[config.mk]
export PLATFORM = sky130hd
export DESIGN_NAME = pmu_seq_ctrl
export DESIGN_NICKNAME = d
export VERILOG_FILES = /design/src/rtl/pmu_pkg.sv /design/src/rtl/pmu_seq_regs.sv /design/src/rtl/pmu_seq_ctrl.sv
export SDC_FILE = /design/constraint.sdc
export NUM_CORES = 1
export LEC_CHECK = 0
export CORE_MARGIN = 2
export CORE_UTILIZATION = 30
export DETAILED_ROUTE_END_ITERATION = 8
export GPL_TIMING_DRIVEN = 0
export HOLD_SLACK_MARGIN = 0.1
export PLACE_DENSITY_LB_ADDON = 0.12
export SKIP_LAST_GASP = 1
export SLEW_MARGIN = 40
export SYNTH_ARGS = -nofsm -noshare
export SYNTH_HDL_FRONTEND = slang
export SYNTH_SLANG_ARGS = --single-unit
[constraint.sdc]
create_clock -name pclk -period 7.7 [get_ports pclk]
set_input_delay 1.155 -clock pclk [delete_from_list [all_inputs] [get_ports pclk]]
set_output_delay 1.155 -clock pclk [all_outputs]
set_load 0.01 [all_outputs]
[src/rtl/pmu_pkg.sv]
// pmu_pkg: shared state encodings, register offsets and reset values for the PMU sequencer
package pmu_pkg;

  typedef enum logic [2:0] {
    ST_RUN    = 3'd0,
    ST_ISO    = 3'd1,
    ST_CKOFF  = 3'd2,
    ST_PWROFF = 3'd3,
    ST_SLEEP  = 3'd4,
    ST_PWRON  = 3'd5,
    ST_CKON   = 3'd6,
    ST_ISOOFF = 3'd7
  } pmu_state_e;

  typedef struct packed {
    logic iso_en;
    logic clk_off;
    logic pwr_off;
    logic core_rst_n;
    logic sleep_st;
  } pmu_out_t;

  localparam logic [5:0] A_CTRL      = 6'h00;
  localparam logic [5:0] A_WAKE_EN   = 6'h01;
  localparam logic [5:0] A_STATUS    = 6'h02;
  localparam logic [5:0] A_SLEEP_TMR = 6'h03;
  localparam logic [5:0] A_STEP_DLY  = 6'h04;

  localparam logic [3:0]  WAKE_EN_RST   = 4'h0;
  localparam logic [15:0] SLEEP_TMR_RST = 16'h0000;
  localparam logic [7:0]  STEP_DLY_RST  = 8'h04;

  localparam pmu_out_t OUT_RST = '{iso_en: 1'b0, clk_off: 1'b0, pwr_off: 1'b0, core_rst_n: 1'b1, sleep_st: 1'b0};

  // States that sit on the step counter for STEP_DLY+1 cycles
  function automatic logic is_step(input pmu_state_e s);
    return s != ST_RUN && s != ST_SLEEP;
  endfunction

endpackage

[src/rtl/pmu_seq_regs.sv]
// pmu_seq_regs: four-phase APB-bridge handshake and PMU register file
//   pclk/presetn          clock, async active-low reset
//   pmu_pvalid/pwrite/paddr/pwdata  request from bridge (pvalid asynchronous)
//   pmu_ack/pmu_prdata    registered acknowledge and read data
//   state/cause           FSM state and sticky wake cause for STATUS
//   sleep_req             one-cycle SLEEP_REQ pulse to the FSM
//   cause_clr             write-1-to-clear mask for the cause bits
//   wake_en/sleep_tmr/step_dly  configuration registers
module pmu_seq_regs
  import pmu_pkg::*;
#(
  parameter int STEP_W = 8
) (
  input  logic              pclk,
  input  logic              presetn,
  input  logic              pmu_pvalid,
  input  logic              pmu_pwrite,
  input  logic [5:0]        pmu_paddr,
  input  logic [31:0]       pmu_pwdata,
  output logic              pmu_ack,
  output logic [31:0]       pmu_prdata,
  input  pmu_state_e        state,
  input  logic [4:0]        cause,
  output logic              sleep_req,
  output logic [4:0]        cause_clr,
  output logic [3:0]        wake_en,
  output logic [15:0]       sleep_tmr,
  output logic [STEP_W-1:0] step_dly
);

  logic [1:0]  sync;
  logic        req_s;
  logic        wr;
  logic        rd;
  logic [31:0] rdata;
  logic        unused_wdata;

  assign req_s        = sync[1];
  assign wr           = req_s & ~pmu_ack & pmu_pwrite;
  assign rd           = req_s & ~pmu_ack & ~pmu_pwrite;
  assign sleep_req    = wr && pmu_paddr == A_CTRL && pmu_pwdata[0];
  assign cause_clr    = (wr && pmu_paddr == A_STATUS) ? pmu_pwdata[8:4] : 5'd0;
  assign unused_wdata = ^pmu_pwdata;

  always_comb begin
    rdata = pmu_paddr == A_WAKE_EN   ? {28'd0, wake_en} :
            pmu_paddr == A_STATUS    ? {23'd0, cause, 1'b0, state} :
            pmu_paddr == A_SLEEP_TMR ? {16'd0, sleep_tmr} :
            pmu_paddr == A_STEP_DLY  ? 32'(step_dly) : 32'd0;
  end

  // ack simply follows req_s: it rises with the access and falls once req_s drops
  always_ff @(posedge pclk or negedge presetn) begin
    if (!presetn) begin
      sync       <= 2'b00;
      pmu_ack    <= 1'b0;
      pmu_prdata <= 32'd0;
    end else begin
      sync    <= {sync[0], pmu_pvalid};
      pmu_ack <= req_s;
      if (rd) pmu_prdata <= rdata;
    end
  end

  always_ff @(posedge pclk or negedge presetn) begin
    if (!presetn) begin
      wake_en   <= WAKE_EN_RST;
      sleep_tmr <= SLEEP_TMR_RST;
      step_dly  <= STEP_W'(STEP_DLY_RST);
    end else if (wr) begin
      if (pmu_paddr == A_WAKE_EN)   wake_en   <= pmu_pwdata[3:0];
      if (pmu_paddr == A_SLEEP_TMR) sleep_tmr <= pmu_pwdata[15:0];
      if (pmu_paddr == A_STEP_DLY)  step_dly  <= pmu_pwdata[STEP_W-1:0];
    end
  end

endmodule

[src/rtl/pmu_seq_ctrl.sv]
// pmu_seq_ctrl: power-down/wake sequencer FSM with step counter and sleep timer
//   pclk/presetn          clock, async active-low reset
//   pmu_*                 APB-bridge four-phase request/ack interface
//   wake_src              level wake sources (already synchronous to pclk)
//   iso_en/clk_off/pwr_off/core_rst_n  registered power controls
//   sleep_st              high only in SLEEP
module pmu_seq_ctrl
  import pmu_pkg::*;
#(
  parameter int D      = 0,
  parameter int STEP_W = 8
) (
  input  logic        pclk,
  input  logic        presetn,
  input  logic        pmu_pvalid,
  input  logic        pmu_pwrite,
  input  logic [5:0]  pmu_paddr,
  input  logic [31:0] pmu_pwdata,
  output logic        pmu_ack,
  output logic [31:0] pmu_prdata,
  input  logic [3:0]  wake_src,
  output logic        iso_en,
  output logic        clk_off,
  output logic        pwr_off,
  output logic        core_rst_n,
  output logic        sleep_st
);

  if (D < 0) begin : g_bad_d
    $error("D must be non-negative");
  end

  pmu_state_e        state;
  pmu_state_e        nxt;
  logic              sleep_req;
  logic [4:0]        cause;
  logic [4:0]        cause_clr;
  logic [3:0]        wake_en;
  logic [15:0]       sleep_tmr;
  logic [STEP_W-1:0] step_dly;
  logic [STEP_W-1:0] cnt;
  logic [15:0]       tmr;
  logic              pend;
  logic [3:0]        pend_src;
  logic [3:0]        wake_hit;
  logic              tmr_exp;
  logic              sleep_exit;
  pmu_out_t          out_d;
  pmu_out_t          out_q;

  pmu_seq_regs #(.STEP_W(STEP_W)) u_regs (
    .pclk       (pclk),
    .presetn    (presetn),
    .pmu_pvalid (pmu_pvalid),
    .pmu_pwrite (pmu_pwrite),
    .pmu_paddr  (pmu_paddr),
    .pmu_pwdata (pmu_pwdata),
    .pmu_ack    (pmu_ack),
    .pmu_prdata (pmu_prdata),
    .state      (state),
    .cause      (cause),
    .sleep_req  (sleep_req),
    .cause_clr  (cause_clr),
    .wake_en    (wake_en),
    .sleep_tmr  (sleep_tmr),
    .step_dly   (step_dly)
  );

  // Timer holds 0 when disabled, so only a loaded non-zero value can expire
  assign wake_hit   = wake_src & wake_en;
  assign tmr_exp    = state == ST_SLEEP && tmr == 16'd1;
  assign sleep_exit = state == ST_SLEEP && nxt == ST_PWRON;

  always_ff @(posedge pclk or negedge presetn) begin
    if (!presetn) state <= ST_RUN;
    else          state <= nxt;
  end

  // Step states are consecutive encodings, so +1 walks the sequence and wraps ISOOFF to RUN
  always_comb begin
    nxt = state == ST_RUN   ? (sleep_req ? ST_ISO : ST_RUN) :
          state == ST_SLEEP ? ((|wake_hit || tmr_exp || pend) ? ST_PWRON : ST_SLEEP) :
          cnt == '0         ? pmu_state_e'(state + 3'd1) : state;
  end

  // Outputs decoded from the next state so the registered levels line up with state
  always_comb begin
    out_d.iso_en     = nxt != ST_RUN && nxt != ST_ISOOFF;
    out_d.clk_off    = nxt >= ST_CKOFF && nxt <= ST_PWRON;
    out_d.pwr_off    = nxt == ST_PWROFF || nxt == ST_SLEEP;
    out_d.core_rst_n = !(nxt >= ST_PWROFF && nxt <= ST_PWRON);
    out_d.sleep_st   = nxt == ST_SLEEP;
  end

  always_ff @(posedge pclk or negedge presetn) begin
    if (!presetn) out_q <= OUT_RST;
    else          out_q <= out_d;
  end

  assign iso_en     = out_q.iso_en;
  assign clk_off    = out_q.clk_off;
  assign pwr_off    = out_q.pwr_off;
  assign core_rst_n = out_q.core_rst_n;
  assign sleep_st   = out_q.sleep_st;

  always_ff @(posedge pclk or negedge presetn) begin
    if (!presetn) begin
      cnt <= '0;
      tmr <= 16'd0;
    end else begin
      if (nxt != state && is_step(nxt)) cnt <= step_dly;
      else if (cnt != '0)               cnt <= cnt - STEP_W'(1);
      if (nxt == ST_SLEEP && state != ST_SLEEP)  tmr <= sleep_tmr;
      else if (state == ST_SLEEP && tmr != 16'd0) tmr <= tmr - 16'd1;
    end
  end

  // Wakes seen on the way down are held until SLEEP is reached, then replayed as cause
  always_ff @(posedge pclk or negedge presetn) begin
    if (!presetn) begin
      pend     <= 1'b0;
      pend_src <= 4'd0;
      cause    <= 5'd0;
    end else begin
      if (sleep_exit) begin
        pend     <= 1'b0;
        pend_src <= 4'd0;
      end else if ((state == ST_ISO || state == ST_CKOFF || state == ST_PWROFF) && |wake_hit) begin
        pend     <= 1'b1;
        pend_src <= pend_src | wake_hit;
      end
      cause <= (cause & ~cause_clr) | (sleep_exit ? {wake_hit | pend_src, tmr_exp} : 5'd0);
    end
  end

endmodule

==> flow_summary.json <==
{
  "finalCritPeriodShare_pct": 46.1,
  "grt_usage_pct": 16.5,
  "mostFrequentLayoutCells": "dfrtp_1, clkdlybuf4s50_1, nand2_1",
  "syn2layout_area_growth_pct": 24.4,
  "async_flop_share_pct": 100,
  "critPathMaxStageDelay_ns": 0.60,
  "ant_nets": 0,
  "multi_input_area_mm2": 0.00243,
  "worstHoldPathType": "flip-flop to flip-flop",
  "fill_cells": 1579,
  "syn_area_mm2": 0.00493,
  "fin_skew_ns": 0.00920,
  "final_cell_area_mm2": 0.00613,
  "setup_tns_ns": 0,
  "ys_warn_count": 0,
  "die_area_mm2": 0.0175,
  "place_congestion": 0.877,
  "route.detailed.drc": 0,
  "leakagePower_nw": 2.64,
  "htreeDepth": 3,
  "cp-start-kind": "input pin",
  "die_y_um": 132,
  "layout_commonest_cell": "dfrtp_1",
  "synth_enable_flop_cells": 0,
  "core-area_mm2": 0.0159,
  "drv_cap": 0,
  "dp_hpwl_um": 10400,
  "antenna_found_initial": 0,
  "cts_tree": "built",
  "setup_slack_ns": 4.15,
  "pre_cts_ws_ns": 3.75,
  "synth_seq_cells": 89,
  "ys.flop_type": "dfrtp_1",
  "final_cells": 778,
  "numCtsBuffers": 9,
  "io_buffers": 50,
  "rsz0062_at_grt": "no",
  "wl_per_cell_um": 17.9,
  "viasPerCell": 5.18,
  "fin_nets": 615,
  "max_freq_mhz": 282,
  "path_cells": "clkdlybuf4s50_1 > nor4_1 > a41oi_1 > a211o_4 > o21ai_2 > o22ai_1 > a211oi_1",
  "path_delay_family": "compound AO/OA/AOI/OAI gates",
  "grt_max_degree": 59,
  "power_mw": 1.46,
  "ys_seq_area_share_pct": 45.3,
  "grt_pass1_vias": 4025,
  "place_area_mm2": 0.00579,
  "synth_cell_types": 74,
  "clock_latency_ns": 0.36,
  "syn_area_per_cell_um2": 10.3,
  "vdd_drop_max_mv": 0.133,
  "slew_headroom_pct": 43.0,
  "drv_slew": 0,
  "via_count": 4032,
  "drive_above_1_share_pct": 17.4,
  "post_cts_buffers": 0,
  "drt-total-wl_um": 13900,
  "cts.sinks": 89,
  "crit_slowest_cell": "nor4_1",
  "critPathRequiredTime_ns": 7.95,
  "status": "completed",
  "grt_pass1_wl_um": 22700,
  "antenna_cells": 0,
  "power_density_mw_per_mm2": 239,
  "arrival_ns": 3.80,
  "row_count": 46,
  "worst_pin_slew_ns": 0.855,
  "placedCellCount": 762,
  "cp-end-kind": "flip-flop",
  "ctsHoldBuffers": 0,
  "clockBufferDepth": 2,
  "hold_violations": 0,
  "cts_resized": 0,
  "cp.buffers_inverters": 1,
  "dr.first_iter.drc_count": 288,
  "ios": 84,
  "die_w_um": 132,
  "netlist_instances": 480,
  "regArea_mm2": 0.00223,
  "cts_root_buffer": "clkbuf_16",
  "path_max_fanout": 8,
  "grt-ovfl-total": 0,
  "setup_violations": 0,
  "crit_type": "input pin to flip-flop",
  "dr.pass1.iters": 5,
  "clkTransAtPathRegs_ns": 0.07,
  "fin_crit_ns": 3.55,
  "start_util_pct": 30.9
}
==> layer usage <==
metal	vias up	track usage [%]	part of all wire [%]
met3	16	2.69	3.6
met5	-	0	0
met2	103	25.6	46
met1	2013	23.0	48
li1	1900	-	-
met4	0	6.40	1.9
==> worst paths after layout <==
check                                              start                                to  slack, ns  depth (start not counted)
worst max-delay path                        pmu_paddr[3]                cnt[6]$_DFFE_PN0P_       4.15                          7
worst min-delay path            u_regs.sync[0]$_DFF_PN0_          u_regs.sync[1]$_DFF_PN0_       0.36                          0
worst max register to register        state[2]$_DFF_PN0_                cnt[5]$_DFFE_PN0P_       4.66                          9
worst min register to register  u_regs.sync[0]$_DFF_PN0_          u_regs.sync[1]$_DFF_PN0_       0.36                          0
max in group asynchronous                        presetn    u_regs.step_dly[2]$_DFFE_PN1P_       6.43                          2
min in group asynchronous                        presetn  u_regs.pmu_prdata[9]$_DFFE_PN0P_       0.65                          1
==> synth_stat cells (3+ instances only) <==
library cell	count	share of area, %
dfrtp_1	87	44
nand2_1	45	3.4
nor2_1	30	2.3
mux2_2	29	6.6
a21oi_1	28	2.8
inv_1	22	1.7
o21ai_0	18	1.8
buf_4	16	2.4
ha_1	12	3.0
clkbuf_1	11	0.84
nand3_1	11	1.1
a22o_1	9	1.6
nor3_1	9	0.91
o221ai_1	9	1.6
buf_2	8	0.81
mux2i_1	8	1.6
o211ai_1	7	1.1
o31ai_1	7	1.1
a31oi_1	6	0.76
o22ai_1	6	0.76
xnor2_1	6	1.1
xor2_1	6	1.1
a311o_1	5	1.0
nand4_1	5	0.64
a211oi_1	4	0.61
nor2b_1	4	0.51
o32ai_1	4	0.71
a21o_1	3	0.46
a222oi_1	3	0.61
nor3b_1	3	0.46
o2bb2ai_1	3	0.53
or3_2	3	0.46
or4_1	3	0.46
==> report_power, final <==
| group | internal, mW | switching (mW) |
|---|---|---|
| Clock | 0.297 | 0.202 |
| Sequential | 0.495 | 0.0360 |
| Combinational | 0.187 | 0.249 |
| Total | 0.979 | 0.486 |
==> through the flow <==
step / utilization, % / hold WS [ns]
after detailed placement: 36.3 / 0.337
after global routing: 38.4 / 0.370
after CTS: 38.4 / 0.364
after global placement: 36.1 / 0.342
final: 38.4 / 0.356
after floorplan: - / 0.331
==> cell type report <==
cell class	count	area share [%]
Sequential cell	89	36.4
Inverter	24	1.47
Tap cell	216	4.41
Buffer	38	3.98
Multi-Input combinational cell	344	39.7
Clock buffer	11	3.96
Clock inverter	5	1.43
Timing Repair Buffer	51	8.70
==> kinds of logic (layout without fill, tap and decap cells) <==
group / Yosys count / after routing / share of synthesized area (%)
mux: 38 / 38 / 8.48
compound gates: 134 / 134 / 20.3
buf+inv: 62 / 129 / 6.78
simple gates: 132 / 132 / 13.9
other cells: 1 / 16 / 0.0761
fa+ha+maj: 12 / 12 / 3.05
xor+xnor: 12 / 12 / 2.13
flops: 89 / 89 / 45.3
==> sequential cells by signal, indices dropped and copies added, names as in the netlist <==
signal and count:
tmr 16, u_regs.pmu_prdata 16, u_regs.sleep_tmr 16, cnt 8
u_regs.step_dly 8, cause 5, pend_src 4, u_regs.wake_en 4
state 3, u_regs.sync 2, clk_off 1, core_rst_n 1
iso_en 1, pend 1, pwr_off 1, sleep_st 1
u_regs.pmu_ack 1
No activity file was read; power rests on OpenSTA's default activity.
